File: src/rtl/sp_divmod_pkg.sv
// Shared types and helpers for the sp_divmod divider: state encoding,
// captured sign/zero flags and a width helper for the iteration counter.
package sp_divmod_pkg;

    typedef enum logic [1:0] {
        ST_LOAD = 2'd0,
        ST_ITER = 2'd1,
        ST_FIX  = 2'd2,
        ST_DONE = 2'd3
    } div_state_t;

    // Everything the FIX step needs to know about the original operands.
    typedef struct packed {
        logic q_neg;
        logic r_neg;
        logic b_zero;
    } div_flags_t;

    function automatic int clog2(input int value);
        int r;
        r = 0;
        while ((1 << r) < value) r++;
        return r;
    endfunction

endpackage

File: src/rtl/sp_divstep.sv
// One restoring radix-2 division step: shift in a dividend bit, trial-subtract
// the divisor magnitude, keep the difference when it does not go negative.
module sp_divstep
    import sp_divmod_pkg::*;
#(
    parameter int WIDTH = 32
) (
    input  logic [WIDTH:0]   pr_in,
    input  logic [WIDTH-1:0] dvs,
    input  logic             bit_in,
    output logic [WIDTH:0]   pr_out,
    output logic             q_bit
);

    // One extra bit beyond the shifted remainder carries the borrow.
    logic [WIDTH+1:0] trial;

    always_comb begin
        trial  = {pr_in, bit_in} - {2'b00, dvs};
        q_bit  = ~trial[WIDTH+1];
        pr_out = q_bit ? trial[WIDTH:0] : {pr_in[WIDTH-1:0], bit_in};
    end

endmodule

File: src/rtl/sp_divmod.sv
// Fixed-latency multi-cycle divider producing quotient and remainder; rst
// doubles as start and the result appears WIDTH+1 cycles after it falls.
module sp_divmod
    import sp_divmod_pkg::*;
#(
    parameter int WIDTH  = 32,
    parameter bit SIGNED = 1'b1
) (
    input  logic             clk,
    input  logic             rst,
    input  logic [WIDTH-1:0] a,
    input  logic [WIDTH-1:0] b,
    output logic [WIDTH-1:0] quotient,
    output logic [WIDTH-1:0] remainder,
    output logic             ready,
    output logic             div_zero
);

    localparam int CW = (clog2(WIDTH) < 1) ? 1 : clog2(WIDTH);
    localparam logic [CW-1:0] LAST = CW'(WIDTH - 1);

    div_state_t       state_q, state_d;
    logic [CW-1:0]    cnt_q;
    logic [WIDTH:0]   pr_q, pr_nxt;
    logic [WIDTH-1:0] dvd_q, dvs_q;
    logic             q_bit;
    div_flags_t       flags_q;

    logic             a_neg, b_neg;
    logic [WIDTH-1:0] a_mag, b_mag;
    logic [WIDTH-1:0] q_fix, r_fix;
    logic             out_load;

    // 2^(WIDTH-1) negates to itself, which is its correct unsigned magnitude.
    always_comb begin
        a_neg = SIGNED && a[WIDTH-1];
        b_neg = SIGNED && b[WIDTH-1];
        a_mag = a_neg ? -a : a;
        b_mag = b_neg ? -b : b;
    end

    sp_divstep #(.WIDTH(WIDTH)) u_step (
        .pr_in  (pr_q),
        .dvs    (dvs_q),
        .bit_in (dvd_q[WIDTH-1]),
        .pr_out (pr_nxt),
        .q_bit  (q_bit)
    );

    // Every rst edge is the LOAD step, so the register always leaves it in ITER.
    always_ff @(posedge clk) begin
        if (rst) state_q <= ST_ITER;
        else     state_q <= state_d;
    end

    always_comb begin
        state_d = state_q;
        case (state_q)
            ST_LOAD: state_d = ST_ITER;
            ST_ITER: if (cnt_q == LAST) state_d = ST_FIX;
            ST_FIX:  state_d = ST_DONE;
            ST_DONE: state_d = ST_DONE;
            default: state_d = ST_ITER;
        endcase
    end

    // Dividend register shifts out its MSB each step and fills with quotient bits.
    always_ff @(posedge clk) begin
        if (rst) begin
            dvd_q          <= a_mag;
            dvs_q          <= b_mag;
            pr_q           <= '0;
            cnt_q          <= '0;
            flags_q.q_neg  <= a_neg ^ b_neg;
            flags_q.r_neg  <= a_neg;
            flags_q.b_zero <= (b == '0);
        end else if (state_q == ST_ITER) begin
            pr_q  <= pr_nxt;
            dvd_q <= {dvd_q[WIDTH-2:0], q_bit};
            cnt_q <= cnt_q + CW'(1);
        end
    end

    // With a zero divisor every step subtracts nothing, leaving |a| in the
    // remainder; the normal sign fix then restores a exactly.
    always_comb begin
        out_load = (state_q == ST_FIX);
        q_fix    = flags_q.q_neg ? -dvd_q : dvd_q;
        if (flags_q.b_zero) q_fix = '1;
        r_fix    = flags_q.r_neg ? -pr_q[WIDTH-1:0] : pr_q[WIDTH-1:0];
    end

    always_ff @(posedge clk) begin
        if (rst) begin
            quotient  <= '0;
            remainder <= '0;
            div_zero  <= 1'b0;
            ready     <= 1'b0;
        end else if (out_load) begin
            quotient  <= q_fix;
            remainder <= r_fix;
            div_zero  <= flags_q.b_zero;
            ready     <= 1'b1;
        end
    end

endmodule

File: config.mk
export PLATFORM = sky130hd
export DESIGN_NAME = sp_divmod
export DESIGN_NICKNAME = d
export VERILOG_FILES = /design/src/rtl/sp_divmod_pkg.sv /design/src/rtl/sp_divstep.sv /design/src/rtl/sp_divmod.sv
export SDC_FILE = /design/constraint.sdc
export NUM_CORES = 1
export LEC_CHECK = 0
export BUFFER_PORTS_ARGS = -buffer_cell sky130_fd_sc_hd__buf_4
export CORE_MARGIN = 3
export CORE_UTILIZATION = 55
export CTS_BUF_LIST = sky130_fd_sc_hd__clkbuf_8 sky130_fd_sc_hd__clkbuf_16
export DETAILED_ROUTE_END_ITERATION = 6
export PLACE_DENSITY = 0.78
export SLEW_MARGIN = 20
export SYNTH_ARGS = -nofsm -noshare
export SYNTH_HDL_FRONTEND = slang
export SYNTH_SLANG_ARGS = --single-unit
File: constraint.sdc
create_clock -name clk -period 3.57 [get_ports clk]
set_input_delay 0.357 -clock clk [delete_from_list [all_inputs] [get_ports clk]]
set_output_delay 0.357 -clock clk [all_outputs]
set_load 0.02 [all_outputs]
Word level (Yosys, flattened, before mapping)
Index checks and enable logic that the tools add are counted.

Bits in registers: 173. Bits in latches: 0. RAM bits: 0. Bits in read-only memories: 0. Bits of input ports: 66. Output and inout port bits: 66. Word-level logic and storage cells: 40. Memories: 0.

Add/sub/neg operators: 6. $mul: 0. Divide/modulo/power cells: 0. Magnitude comparators: 0. Eq/ne operators: 5. Shifts and indexed selects: 0. Muxes and demuxes: 10. Bitwise operators: 2. Reduce and logical (&&, ||, !) cells: 4.

Operators with widths (number): 32-bit 2-to-1 mux (6); 32-bit negation (4); 34-bit by 32-bit subtractor with 34-bit output (1); 33-bit 2-to-1 mux (1); 32-bit zero test (1); 31-bit 2-to-1 mux (1); 2-bit one-hot mux with 3 select lines (1); 5-bit by 1-bit adder with 5-bit output (second input constant) (1); 5-bit equality test (second input constant) (1); 2-bit equality test (second input constant) (2); 2-bit by 1-bit equality test with 1-bit output (second input constant) (1); 2-bit zero test (1); 2-bit 2-to-1 mux (1); 2-bit inequality test (second input constant) (1); 2-bit nonzero test (1); 2-bit OR reduction (1); 1-bit inverter (1); 1-bit XOR (1).

Longest topological paths before layout
Gate-level depths: netlist of the first run.

Depth after elaboration: 4. Mapped depth: 13. Mapped depth without buffers: 12.

Hierarchy
Synthesis of the first run repeated with hierarchy kept, for this count alone.

Cells, all modules: 1227. Area total of the unflattened synthesis: 10832.9 um2.

Modules (own cells, without submodules): sp_divmod (instances 1, cells each 921, area each 8619.5 um2, sequential area each 4134.0 um2); sp_divstep (instances 1, cells each 306, area each 2213.4 um2, sequential area each 0.0 um2).

Least setup slack after synthesis of the first run
Ideal clock, no wire load.

Path kind: reg2reg. From: register pr_q[15]. To: register pr_q[1]. Setup time: 0.065 ns. Arrival: 3.168 ns. Data required time: 3.505 ns. Path slack: 0.337 ns. Cell stages (with the launch flop): 13. Buffers on the path: 2. Clock period less this slack: 3.233 ns. Cell sequence: dfxtp_1 > ha_1 > clkbuf_1 > a21oi_1 > o21ai_0 > or3_1 > or3_1 > a21oi_1 > o211a_1 > clkbuf_1 > mux2_2 > mux2_2 > nor2_1.

Word-level cells in the longest chain between the ends: 2.

RTL lines: from (decl) (RTL line sp_divmod.sv:24) `logic [WIDTH:0] pr_q, pr_nxt;`; from (signal assigned) (RTL line sp_divmod.sv:78) `pr_q <= pr_nxt;`; 34-bit by 32-bit subtractor with 34-bit output (RTL line sp_divstep.sv:19) `trial = {pr_in, bit_in} - {2'b00, dvs};`; 33-bit 2-to-1 mux (RTL line sp_divstep.sv:21) `pr_out = q_bit ? trial[WIDTH:0] : {pr_in[WIDTH-1:0], bit_in};`.

No other way between the ends. A chain may end at the register's enable or synchronous reset.

Worst setup path in the final report of the first run
From: register dvd_q[10]. To: register quotient[28].

Word-level cells in the longest chain between the ends: 3.

RTL lines: from (decl) (RTL line sp_divmod.sv:25) `logic [WIDTH-1:0] dvd_q, dvs_q;`; from (signal assigned) (RTL line sp_divmod.sv:70) `dvd_q <= a_mag;`; from (signal assigned) (RTL line sp_divmod.sv:79) `dvd_q <= {dvd_q[WIDTH-2:0], q_bit};`; 32-bit negation (RTL line sp_divmod.sv:88) `q_fix = flags_q.q_neg ? -dvd_q : dvd_q;`; 32-bit 2-to-1 mux (RTL line sp_divmod.sv:88); 32-bit 2-to-1 mux (RTL line sp_divmod.sv:89) `if (flags_q.b_zero) q_fix = '1;`; to (signal assigned) (RTL line sp_divmod.sv:100) `quotient <= q_fix;`; to (decl) (RTL line sp_divmod.sv:13) `output logic [WIDTH-1:0] quotient,`.

No other way between the ends.

==> results.md, run 1 <==
| Step | Result | This run |
|:---|:---|:---|
| status | Status | complete, no violations |
| min path | Hold/Removal Path Class | primary input to flip-flop |
| grt | Wire length of the first global-routing pass | 40400 um |
| pwr | VDD IR max | 0.319 mV |
| grt | Overflow left after global routing | 0 |
| pwr | Internal power | 3.60 mW |
| sta | Rel. slew slack | 26.9% |
| layout | Total inserted antenna cells | 0 |
| layout | Multi-input combinational cell area | 6030 um2 |
| sta | Final-report max-slew violation count | 0 |
| logic synthesis | Fraction of registers with async set/reset | 0% |
| clock network | Inserted Clock Buffers | 17 |
| sta | Period Utilization, post-route | 94.7% |
| critical path | Nature of the critical path startpoint | flip-flop |
| critical path | Worst endpoint required time | 3.94 ns |
| logic synthesis | Leading cell type by number of instances after synthesis | nor2_1 |
| logic synthesis | Most instantiated flip-flop cell in the synthesis netlist | dfxtp_1 |
| logic synthesis | Number of enable-type register cells in the synthesized netlist | 67 |
| sta | Hold violation total from the final report | 0 |
| grt | Number of antenna violations at the first check in global routing | 0 |
| detailed routing | Detail Route Antenna Nets | 0 |
| place | Placed wire-length estimate | 18800 um |
| logic synthesis | Cell types with the largest area share after synthesis | dfxtp_1, edfxtp_1, xnor2_1 |
| die | Placement row count | 50 |
| detailed routing | Average wire length per cell after detail routing | 15.7 um |
| layout | Footprint of the flip-flops and latches | 4130 um2 |
| clock network | H-tree Lvls | 4 |
| layout | Post-layout nets | 1453 |
| layout | Share of final-layout standard cells stronger than drive strength 1 | 15.2% |
| sta | Setup Total Neg Slack | 0 ns |
| die | Initial core utilization | 56.3% |
| critical path | Worst path arrival time | 3.75 ns |
| layout | Final Util | 66.3% |
| pwr | Proportion of power drawn by the clock network | 39.8% |
| grt | Via count of the first global-routing pass | 8016 |
| layout | Area delta synth->final | 17.8% |
| die | Die X-Extent | 145 um |
| clock network | Resized Gates After CTS | 0 |
| critical path | Critical path fanouts, max | 4 |
| critical path | Most used cell along the critical path | or4_4 |
| critical path | Kind of end point of the critical path | flip-flop |
| die | Ports | 132 |
| pwr | Fraction of power consumed by sequential logic | 46.3% |
| clock network | Root buffer selected by CTS | clkbuf_16 |
| grt | Maximum number of pins on one net before global-route repair | 112 |
| detailed routing | Routed via count divided by cell count | 5.78 |
| pwr | Switching share of power | 26.4% |
| place | Number of I/O port buffers | 131 |
| sta | Measured slew at the worst slew-check pin | 1.10 ns |
| clock network | Worst skew pair latency | 0.43 ns |
| detailed routing | Vias | 9369 |
| grt | Overall fraction of global-route tracks in use | 23.9% |
| layout | Count of fill cells added during filler insertion | 1572 |
| sta | Final setup violating endpoints | 0 |
| logic synthesis | Sequential area share after synthesis | 39.0% |
| clock network | Clock tree from TritonCTS | yes |
| detailed routing | Number of detailed-route iterations in the first pass | 5 |
| critical path | Worst setup path class | flip-flop to flip-flop |
| clock network | Post-CTS repair timing setup buffer count | 0 |
| logic synthesis | Top cells by instance count after synthesis | nor2_1, dfxtp_1, nand2_1, a21oi_1, xnor2_1 |
| critical path | RR Endpoint | quotient[28] |
| logic synthesis | Yosys top cell area share | 20.0% |
| sta | Largest clock skew in the final design | 0.00988 ns |
| critical path | Crit path cell chain | or4_4 -> or4_4 -> or3_4 -> or4_4 -> or3_4 -> o31ai_4 -> xnor2_1 -> o22ai_1 -> nor2_1 |
| sta | Max Freq | 0.296 GHz |
| run | Count of maximum capacitance violations | 0 |
| detailed routing | Initial DRC Count | 901 |
| clock network | Hold buffer count at cts | 0 |
| die | Placeable core area | 18800 um2 |
| die | Die outline height | 145 um |
| logic synthesis | Leading area contributor after synthesis | dfxtp_1 |
| clock network | Clock transition time at the flip-flop clock pins of the worst setup and hold paths | 0.07 ns |
| pwr | Static power due to leakage | 5.10 nW |
| pwr | Power dissipated by switching net loads | 1.29 mW |
| sta | Worst-case hold slack | 0.140 ns |
| logic synthesis | Mean Syn Cell Area | 8.55 um2 |
| die | Die Outline Area | 21000 um2 |
| sta | Unrepaired setup endpoints after global routing | false |
| critical path | Launch point of the worst reg-to-reg path | dvd_q[10] |
| critical path | Internal reg-to-reg setup slack | 0.19 ns |
| detailed routing | Post-detailed-route DRC marker count | 0 |
| critical path | Cell with the largest stage delay on the worst path | or4_4 |
| clock network | Buffers from clock root to sink, at most | 2 |
| logic synthesis | Post-Syn Area | 10600 um2 |
| sta | Min Clock Period, post-route | 3.38 ns |
| logic synthesis | Synthesized instance count | 1240 |
| logic synthesis | Number of warnings issued by yosys | 0 |
| pwr | Total power divided by cell area | 392 nW/um2 |
| clock network | Clock net sink count | 173 |
| place | Placer's final routability congestion estimate | 0.989 |
| critical path | Start point of the critical path | dvd_q[10] |
| logic synthesis | Number of distinct library cells after synthesis | 55 |
| critical path | Critical Path End | quotient[28] |
| critical path | Biggest cell delay along the critical path | 0.57 ns |
| logic synthesis | Number of nets produced by synthesis | 1345 |
| detailed routing | Detailed Route WL | 25400 um |
| critical path | Depth of the worst register-to-register path | 9 |
| pwr | Proportion of power drawn by combinational gates | 13.9% |
| logic synthesis | Synthesis-stage register bit count | 173 |
power groups by stage:
stage	logic [mW]	registers, mW	clock network (mW)
floorplan	0.484	2.26	0
global placement	0.658	2.30	0
detailed placement	0.667	2.30	0
CTS	0.674	2.26	1.97
global route	0.753	2.28	2.05
finish	0.677	2.26	1.95
routing by layer:
layer	wire length, um	share of wire, %	GRT usage (%)	up-vias
met5	0	0	0	-
met1	12200	48	38.0	4314
met4	244	0.96	4.66	0
li1	-	-	-	4679
met3	2220	8.7	4.63	25
met2	10800	42	33.7	351
worst max-delay path: cells and delay by family (launching register included):
family | cells | cell delay, ns
AND/OR/NAND/NOR | 6 | 2.45
XOR/XNOR | 1 | 0.16
flip-flops | 1 | 0.44
AO/OA/AOI/OAI | 2 | 0.28
worst min-delay path by stage:
| stage | start | end | slack (ns) | cells past startpoint |
|---|---|---|---|---|
| floorplan | cnt_q[4] | cnt_q[4] | 0.44 | 2 |
| global placement | remainder[29] | remainder[29] | 0.44 | 2 |
| detailed placement | remainder[31] | remainder[31] | 0.45 | 2 |
| CTS | b[0] | dvs_q[0] | 0.13 | 1 |
| global route | b[0] | dvs_q[0] | 0.13 | 1 |
| finish | b[0] | dvs_q[0] | 0.14 | 1 |
stage by stage:
| step | setup WS, ns | total power [mW] | std cells | area (um2) |
|---|---|---|---|---|
| global route | 0.0700 | 5.08 | 1621 | 12500 |
| floorplan | 0.337 | 2.75 | 1240 | 10600 |
| CTS | 0.180 | 4.90 | 1621 | 12500 |
| finish | 0.188 | 4.89 | 1621 | 12500 |
| global placement | 0.269 | 2.96 | 1589 | 11900 |
| detailed placement | 0.191 | 2.97 | 1589 | 11900 |
flip-flops by register name, summed over array words and instances (netlist names):
name       cells
cnt_q          5
state_q        2
quotient      32
pr_q          33
dvd_q         32
ready          1
flags_q        3
div_zero       1
dvs_q         32
remainder     32
placed cells by master, fill, tap and decap left out, types with 17 or more instances in the layout:
cell       netlist  layout
a211oi_1        62      62
a21oi_1         87      87
buf_4            0     154
clkbuf_16        0      17
dfxtp_1        106     106
edfxtp_1        67      67
ha_1            38      38
inv_1           52      53
nand2_1        100     100
nor2_1         165     165
nor3_1          39      39
o21ai_0         57      57
o22ai_1         28      28
o31ai_1         38      38
or3_1           29      29
xnor2_1         79      79
xor2_1          66      66
layout make-up:
cell class	count	area share (%)
Clock inverter	14	1.43
Timing Repair Buffer	156	9.51
Clock buffer	18	3.52
Inverter	52	1.56
Multi-Input combinational cell	948	48.3
Sequential cell	173	33.1
Tap cell	260	2.61
logic make-up after synthesis:
| group | count (synthesis) | synth area share [%] |
|---|---|---|
| XOR/XNOR | 145 | 12.0 |
| adder cells (fa/ha/maj) | 39 | 4.68 |
| buffers and inverters | 119 | 4.24 |
| multiplexers | 11 | 1.07 |
| flip-flops | 173 | 39.0 |
| AND/OR/NAND/NOR | 414 | 18.3 |
| AO/OA/AOI/OAI | 339 | 20.7 |
No activity file was read; power rests on OpenSTA's default activity.
==> inputs of run 2 (changes only) <==
- ABC_AREA: unset -> 1
- CORE_MARGIN: 3 -> unset
- PLACE_DENSITY: 0.78 -> 0.77
- SLEW_MARGIN: 20 -> 10
==> results.md, run 2 <==
| Step | Result | This run | Change |
|:---|:---|:---|:---|
| min path | Hold Path Stages | 1 | unchanged |
| clock network | H-tree Lvls | 4 | unchanged |
| grt | Via count of the first global-routing pass | 11700 | +46% |
| sta | Measured slew at the worst slew-check pin | 0.992 ns | -0.104 ns |
| layout | Most common cell after layout, fill and taps aside | nand2_1 |  |
| layout | Post-layout nets | 2164 | +49% |
| logic synthesis | Number of distinct library cells after synthesis | 45 | -18% |
| layout | Register with the most flip-flops | pr_q |  |
| layout | Finished Cell Area | 14500 um2 | +16% |
| layout | Area delta synth->final | 14.1% |  |
| layout | Leading cell types in the layout, fill and taps excluded | nand2_1, inv_1, nor2_1 |  |
| clock network | Clock tree from TritonCTS | yes |  |
| sta | Max Freq | 0.350 GHz | +18% |
| die | Die Outline Area | 23600 um2 | +13% |
| min path | Hold/Removal Path Class | primary input to flip-flop |  |
| die | Initial core utilization | 55.9% | -0.34 points |
| critical path | Crit path cell chain | ha_1 -> nand2_1 -> inv_1 -> nand2_1 -> nand3_1 -> nand2_1 -> nand2_1 -> inv_1 -> nand2_2 -> nand2_2 -> nand3_2 -> nand2_2 -> nand2_1 -> nand3_1 -> nand2_1 |  |
| logic synthesis | Cell types with the largest area share after synthesis | dfxtp_1, edfxtp_1, nand2_1 |  |
| run | Count of maximum capacitance violations | 0 | unchanged |
| logic synthesis | Synthesis-stage register bit count | 173 | unchanged |
| critical path | Internal reg-to-reg setup slack | 0.71 ns | +0.52 ns |
| sta | Final-report max-slew violation count | 0 | unchanged |
| layout | Non-filler instance count after layout | 2357 | +45% |
| clock network | Buffers from clock root to sink, at most | 2 | unchanged |
| pwr | Fraction of power consumed by sequential logic | 44.3% | -2.0 points |
| grt | Overall fraction of global-route tracks in use | 31.8% | +7.9 points |
| critical path | Cell with the largest stage delay on the worst path | dfxtp_1 |  |
| critical path | Worst endpoint required time | 3.91 ns | -0.03 ns |
| critical path | Most used cell along the critical path | nand2_1 |  |
| clock network | Resized Gates After CTS | 0 | unchanged |
| sta | Final setup violating endpoints | 0 | unchanged |
| logic synthesis | Top cells by instance count after synthesis | nand2_1, inv_1, nor2_1, nand3_1 |  |
| place | Placed cells | 2325 | +46% |
| critical path | Biggest cell delay along the critical path | 0.54 ns | -0.03 ns |
| critical path | Worst path arrival time | 3.20 ns | -0.55 ns |
| place | Placed standard-cell area | 13800 um2 | +17% |
| logic synthesis | Fraction of registers with async set/reset | 0% | unchanged |
| clock network | Inserted Clock Buffers | 17 | unchanged |
| logic synthesis | Most instantiated flip-flop cell in the synthesis netlist | dfxtp_1 |  |
| sta | Setup Total Neg Slack | 0 ns | unchanged |
| logic synthesis | Post-Syn Area | 12700 um2 | +20% |
| detailed routing | Number of detailed-route iterations in the first pass | 5 | unchanged |
| critical path | Critical path fanouts, max | 21 | +17 |
| die | Die outline height | 154 um | +6.2% |
| clock network | Clock transition time at the flip-flop clock pins of the worst setup and hold paths | 0.08 ns | about the same |
| clock network | Worst skew pair latency | 0.44 ns | about the same |
| die | Die X-Extent | 154 um | +6.2% |
| grt | Maximum number of pins on one net before global-route repair | 90 | -20% |
| critical path | Kind of end point of the critical path | flip-flop |  |
| critical path | Kind of cell with the highest combined delay on the critical path | simple AND/OR/NAND/NOR gates |  |
| logic synthesis | Synthesized instance count | 1953 | +57% |
| critical path | Nature of the critical path startpoint | flip-flop |  |
| grt | Wire length of the first global-routing pass | 59800 um | +48% |
| layout | Total inserted antenna cells | 0 | unchanged |
| sta | Rel. slew slack | 33.8% | +6.8 points |
| critical path | Number of buffer and inverter stages on the critical path | 2 | +2 |
| layout | Flip-flop count of the largest register after layout | 33 | unchanged |
| logic synthesis | Number of warnings issued by yosys | 0 | unchanged |
| place | Placer's final routability congestion estimate | 0.984 | -0.57% |
| logic synthesis | Leading cell type by number of instances after synthesis | nand2_1 |  |
| pwr | Switching share of power | 32.0% | +5.7 points |
| sta | Smallest setup slack after layout | 0.711 ns | +0.523 ns |
| grt | Number of antenna violations at the first check in global routing | 0 | unchanged |
| detailed routing | Initial DRC Count | 1356 | +50% |
| layout | Share of final-layout standard cells stronger than drive strength 1 | 11.7% | -3.5 points |
| sta | Min Clock Period, post-route | 2.86 ns | -0.523 ns |
| logic synthesis | Number of enable-type register cells in the synthesized netlist | 67 | unchanged |
| detailed routing | Routed via count divided by cell count | 5.46 | -5.6% |
| pwr | Proportion of power drawn by combinational gates | 17.2% | +3.3 points |
| place | Number of I/O port buffers | 131 | unchanged |
| detailed routing | Vias | 12900 | +37% |
| clock network | Post-CTS repair timing setup buffer count | 0 | unchanged |
| pwr | Proportion of power drawn by the clock network | 38.5% | -1.3 points |
| grt | Overflow left after global routing | 0 | unchanged |
| critical path | Worst setup path class | flip-flop to flip-flop |  |
| sta | Period Utilization, post-route | 80.1% | -15 points |
| pwr | Power dissipated by switching net loads | 1.60 mW | +24% |
| pwr | VDD IR max | 0.266 mV | -16% |
| clock network | Clock net sink count | 173 | unchanged |
| pwr | Total power divided by cell area | 346 nW/um2 | -12% |
| detailed routing | Average wire length per cell after detail routing | 15.8 um | +0.55% |
| sta | Unrepaired setup endpoints after global routing | false |  |
| pwr | Static power due to leakage | 7.55 nW | +48% |
| die | Placement row count | 55 | +10% |
| die | Placeable core area | 22600 um2 | +20% |
| layout | Count of fill cells added during filler insertion | 2165 | +38% |
| logic synthesis | Sequential area share after synthesis | 32.6% | -6.4 points |
| logic synthesis | Leading area contributor after synthesis | dfxtp_1 |  |
| die | Ports | 132 | unchanged |
| place | Placed wire-length estimate | 28900 um | +53% |
| sta | Largest clock skew in the final design | 0.0103 ns | +0.000395 ns |
| logic synthesis | Mean Syn Cell Area | 6.48 um2 | -24% |
| sta | Hold violation total from the final report | 0 | unchanged |
| critical path | Crit path depth | 15 | +6 |
| clock network | Root buffer selected by CTS | clkbuf_16 |  |
| logic synthesis | Number of nets produced by synthesis | 2058 | +53% |
| pwr | Internal power | 3.40 mW | -5.5% |
| logic synthesis | Yosys top cell area share | 16.8% | -3.3 points |
| critical path | Depth of the worst register-to-register path | 15 | +6 |
| detailed routing | Post-detailed-route DRC marker count | 0 | unchanged |
| status | Status | complete, no violations |  |
| place | Setup Slack @ Placement | 0.776 ns | +0.585 ns |
| detailed routing | Detailed Route WL | 37100 um | +46% |
| detailed routing | Detail Route Antenna Nets | 0 | unchanged |
| clock network | Hold buffer count at cts | 0 | unchanged |
## run 2: area by class of cell
class / count / area [um2] / share of cell area [%]
Inverter: 338 / 1270 / 8.78
Timing Repair Buffer: 142 / 1070 / 7.38
Clock inverter: 15 / 190 / 1.32
Multi-Input combinational cell: 1387 / 7010 / 48.5
Sequential cell: 173 / 4130 / 28.6
Clock buffer: 17 / 425 / 2.94
Tap cell: 285 / 357 / 2.47
## run 2: worst paths after layout
check                               from        to
worst max-delay path            pr_q[11]  pr_q[26]
worst min register to register     ready     ready
worst min-delay path                b[0]  dvs_q[0]
worst max register to register  pr_q[11]  pr_q[26]
## run 2: through the flow
step           total power, mW  utilization (%)  hold slack [ns]
2_1_floorplan             2.81                -            0.445
3_3_place_gp              3.09             61.1            0.459
3_5_place_dp              3.11             61.1            0.462
4_1_cts                   5.00             63.8           0.0996
5_1_grt                   5.21             63.8            0.103
6_report                  5.01             63.8            0.112
## run 2: cells by family (layout without fill, tap and decap cells)
| family | after synthesis | count (layout) | synth area share (%) |
|---|---|---|---|
| xor gates and xnor gates | 84 | 84 | 5.81 |
| adders and majority gates | 39 | 39 | 3.91 |
| DFF | 173 | 173 | 32.6 |
| and+or+nand+nor | 1042 | 1042 | 35.6 |
| buffers and inverters | 393 | 512 | 12.1 |
| AOI/OAI and AO/OA | 222 | 222 | 9.95 |
## run 2: power by group through the flow
| stage | Sequential, mW | Combinational, mW | Clock [mW] |
|---|---|---|---|
| after global placement | 2.26 | 0.830 | 0 |
| after CTS | 2.22 | 0.849 | 1.94 |
| final | 2.22 | 0.862 | 1.92 |
| after global routing | 2.23 | 0.957 | 2.02 |
| after floorplan | 2.24 | 0.571 | 0 |
| after detailed placement | 2.26 | 0.843 | 0 |
## run 2: per-layer routing
| layer | GRT usage [%] | share of wire (%) | routed length, um | vias up |
|---|---|---|---|---|
| met5 | 0 | 0 | 0 | - |
| met2 | 50.3 | 45 | 16600 | 474 |
| met1 | 45.3 | 46 | 17200 | 5913 |
| met4 | 8.71 | 2.1 | 765 | 0 |
| met3 | 4.17 | 6.8 | 2530 | 53 |
| li1 | - | - | - | 6423 |
## run 2: worst reg2reg max path, cell delays in order (launching register included)
cell     delay [ns]
dfxtp_1        0.54
ha_1           0.36
nand2_1        0.15
inv_1          0.07
nand2_1        0.06
nand3_1        0.07
nand2_1        0.09
nand2_1        0.08
inv_1          0.07
nand2_2        0.07
nand2_2        0.13
nand3_2        0.36
nand2_2        0.48
nand2_1        0.11
nand3_1        0.09
nand2_1        0.05
==> inputs of run 3 (changes only) <==
- clock period: 3.57 -> 2.95 ns (I/O delays scaled with it)
==> results.md, run 3 (synthesized netlist as in run 2, its figures left out) <==
| Step | Result | This run | Change |
|:---|:---|:---|:---|
| detailed routing | Average wire length per cell after detail routing | 16.0 um | +1.6% |
| die | Initial core utilization | 55.9% | unchanged |
| layout | Area delta synth->final | 14.4% |  |
| critical path | Internal reg-to-reg setup slack | 0.42 ns | -0.29 ns |
| sta | Setup Total Neg Slack | 0 ns | unchanged |
| clock network | H-tree Lvls | 4 | unchanged |
| die | Ports | 132 | unchanged |
| place | Placer's final routability congestion estimate | 0.962 | -2.2% |
| critical path | Depth of the worst register-to-register path | 14 | -1 |
| critical path | RR Endpoint | pr_q[19] |  |
| detailed routing | Detail Route Antenna Nets | 0 | unchanged |
| detailed routing | Detailed Route WL | 37800 um | +1.7% |
| grt | Wire length of the first global-routing pass | 60600 um | +1.3% |
| layout | Share of final-layout standard cells stronger than drive strength 1 | 11.8% | +0.085 points |
| sta | Measured slew at the worst slew-check pin | 0.880 ns | -0.112 ns |
| die | Die Outline Area | 23600 um2 | unchanged |
| sta | Hold violation total from the final report | 0 | unchanged |
| detailed routing | Routed via count divided by cell count | 5.44 | -0.28% |
| die | Placement row count | 55 | unchanged |
| clock network | Root buffer selected by CTS | clkbuf_16 |  |
| pwr | VDD IR max | 0.394 mV | +48% |
| layout | Non-filler instance count after layout | 2360 | +0.13% |
| place | Placed standard-cell area | 13900 um2 | +0.20% |
| critical path | Launch point of the worst reg-to-reg path | pr_q[11] |  |
| layout | Finished Cell Area | 14500 um2 | +0.22% |
| clock network | Buffers from clock root to sink, at most | 2 | unchanged |
| layout | Post-layout nets | 2166 | +0.092% |
| place | Placed cells | 2327 | +0.086% |
| grt | Number of antenna violations at the first check in global routing | 2 | +2 |
| layout | Count of fill cells added during filler insertion | 2190 | +1.2% |
| sta | Unrepaired setup endpoints after global routing | false |  |
| detailed routing | Number of detailed-route iterations in the first pass | 5 | unchanged |
| die | Die X-Extent | 154 um | unchanged |
| critical path | Worst endpoint required time | 3.28 ns | -0.63 ns |
| sta | Worst-case hold slack | 0.0859 ns | -0.0256 ns |
| critical path | Critical path fanouts, max | 20 | -4.8% |
| layout | Register with the most flip-flops | pr_q |  |
| pwr | Static power due to leakage | 7.57 nW | +0.18% |
| pwr | Total power divided by cell area | 419 nW/um2 | +21% |
| critical path | Kind of end point of the critical path | flip-flop |  |
| clock network | Clock tree from TritonCTS | yes |  |
| critical path | Worst setup path class | flip-flop to flip-flop |  |
| die | Placeable core area | 22600 um2 | unchanged |
| clock network | Post-CTS repair timing setup buffer count | 0 | unchanged |
| sta | Final-report max-slew violation count | 0 | unchanged |
| place | Number of I/O port buffers | 131 | unchanged |
| layout | Leading cell types in the layout, fill and taps excluded | nand2_1, inv_1, nor2_1 |  |
| detailed routing | Vias | 12800 | -0.16% |
| clock network | Clock transition time at the flip-flop clock pins of the worst setup and hold paths | 0.08 ns | about the same |
| clock network | Worst skew pair latency | 0.44 ns | about the same |
| min path | Hold Path Stages | 1 | unchanged |
| layout | Flip-flop count of the largest register after layout | 33 | unchanged |
| sta | Rel. slew slack | 41.3% | +7.6 points |
| detailed routing | Initial DRC Count | 1246 | -8.1% |
| clock network | Clock net sink count | 173 | unchanged |
| run | Count of maximum capacitance violations | 0 | unchanged |
| sta | Period Utilization, post-route | 85.6% | +5.5 points |
| critical path | Worst path arrival time | 2.86 ns | -0.34 ns |
| grt | Overflow left after global routing | 0 | unchanged |
| grt | Via count of the first global-routing pass | 12000 | +2.5% |
| place | Placed wire-length estimate | 29200 um | +1.2% |
| sta | Max Freq | 0.396 GHz | +13% |
| sta | Final setup violating endpoints | 0 | unchanged |
| detailed routing | Post-detailed-route DRC marker count | 0 | unchanged |
| sta | Min Clock Period, post-route | 2.53 ns | -0.334 ns |
| status | Status | complete, no violations |  |
| clock network | Inserted Clock Buffers | 17 | unchanged |
| critical path | Critical Path End | pr_q[19] |  |
| die | Die outline height | 154 um | unchanged |
| critical path | Nature of the critical path startpoint | flip-flop |  |
| sta | Largest clock skew in the final design | 0.00991 ns | -0.000364 ns |
| grt | Maximum number of pins on one net before global-route repair | 90 | unchanged |
| min path | Hold/Removal Path Class | primary input to flip-flop |  |
| layout | Most common cell after layout, fill and taps aside | nand2_1 |  |
| clock network | Hold buffer count at cts | 0 | unchanged |
| critical path | Start point of the critical path | pr_q[11] |  |
| clock network | Resized Gates After CTS | 0 | unchanged |
| grt | Overall fraction of global-route tracks in use | 32.5% | +0.75 points |
[run 3: layer usage]
layer	global-route usage (%)	vias up	share of wire, %
met5	0	-	0
met4	13.0	0	3.3
met3	5.72	72	7.8
met2	49.8	559	43
met1	45.4	5785	46
li1	-	6427	-
[run 3: per-stage QoR]
| step | setup slack (ns) | power (mW) | utilization [%] |
|---|---|---|---|
| 3_5_place_dp | 0.478 | 3.76 | 61.2 |
| 3_3_place_gp | 0.471 | 3.74 | 61.2 |
| 6_report | 0.424 | 6.06 | 64.0 |
| 4_1_cts | 0.459 | 6.05 | 64.0 |
| 2_1_floorplan | 0.945 | 3.40 | - |
| 5_1_grt | 0.228 | 6.30 | 64.0 |
[run 3: area by class of cell]
| class | count | area [um2] | share of cell area [%] |
|---|---|---|---|
| inverters | 338 | 1270 | 8.76 |
| well taps | 285 | 357 | 2.46 |
| flip-flops and latches | 173 | 4130 | 28.5 |
| clock buffers | 18 | 450 | 3.11 |
| multi-input cells | 1387 | 7010 | 48.4 |
| repair buffers | 144 | 1090 | 7.55 |
| diodes | 1 | 2.50 | 0.0173 |
| clock inverters | 14 | 166 | 1.15 |
[run 3: worst max-delay path: stages, from the launching register on]
cell     delay (ns)
dfxtp_1        0.41
ha_1           0.42
nand2_1        0.13
nor2_1         0.27
nand2_1        0.12
inv_1          0.08
nand2_2        0.05
nand2_2        0.08
nand2_2        0.11
nand2_4        0.09
nand2_2        0.06
nand2_2        0.33
nand2_1        0.10
nand3_1        0.09
nand2_1        0.07
[run 3: power breakdown]
part,internal [mW],total [mW],switching [mW]
clock network,1.19,2.33,1.14
registers,2.61,2.68,0.0763
logic,0.354,1.05,0.692
total,4.15,6.06,1.91
[run 3: worst min-delay path by stage]
stage / startpoint / to
2_1_floorplan: b[0] / dvs_q[0]
3_3_place_gp: ready / ready
3_5_place_dp: cnt_q[3] / cnt_q[3]
4_1_cts: b[0] / dvs_q[0]
5_1_grt: b[0] / dvs_q[0]
6_report: b[0] / dvs_q[0]
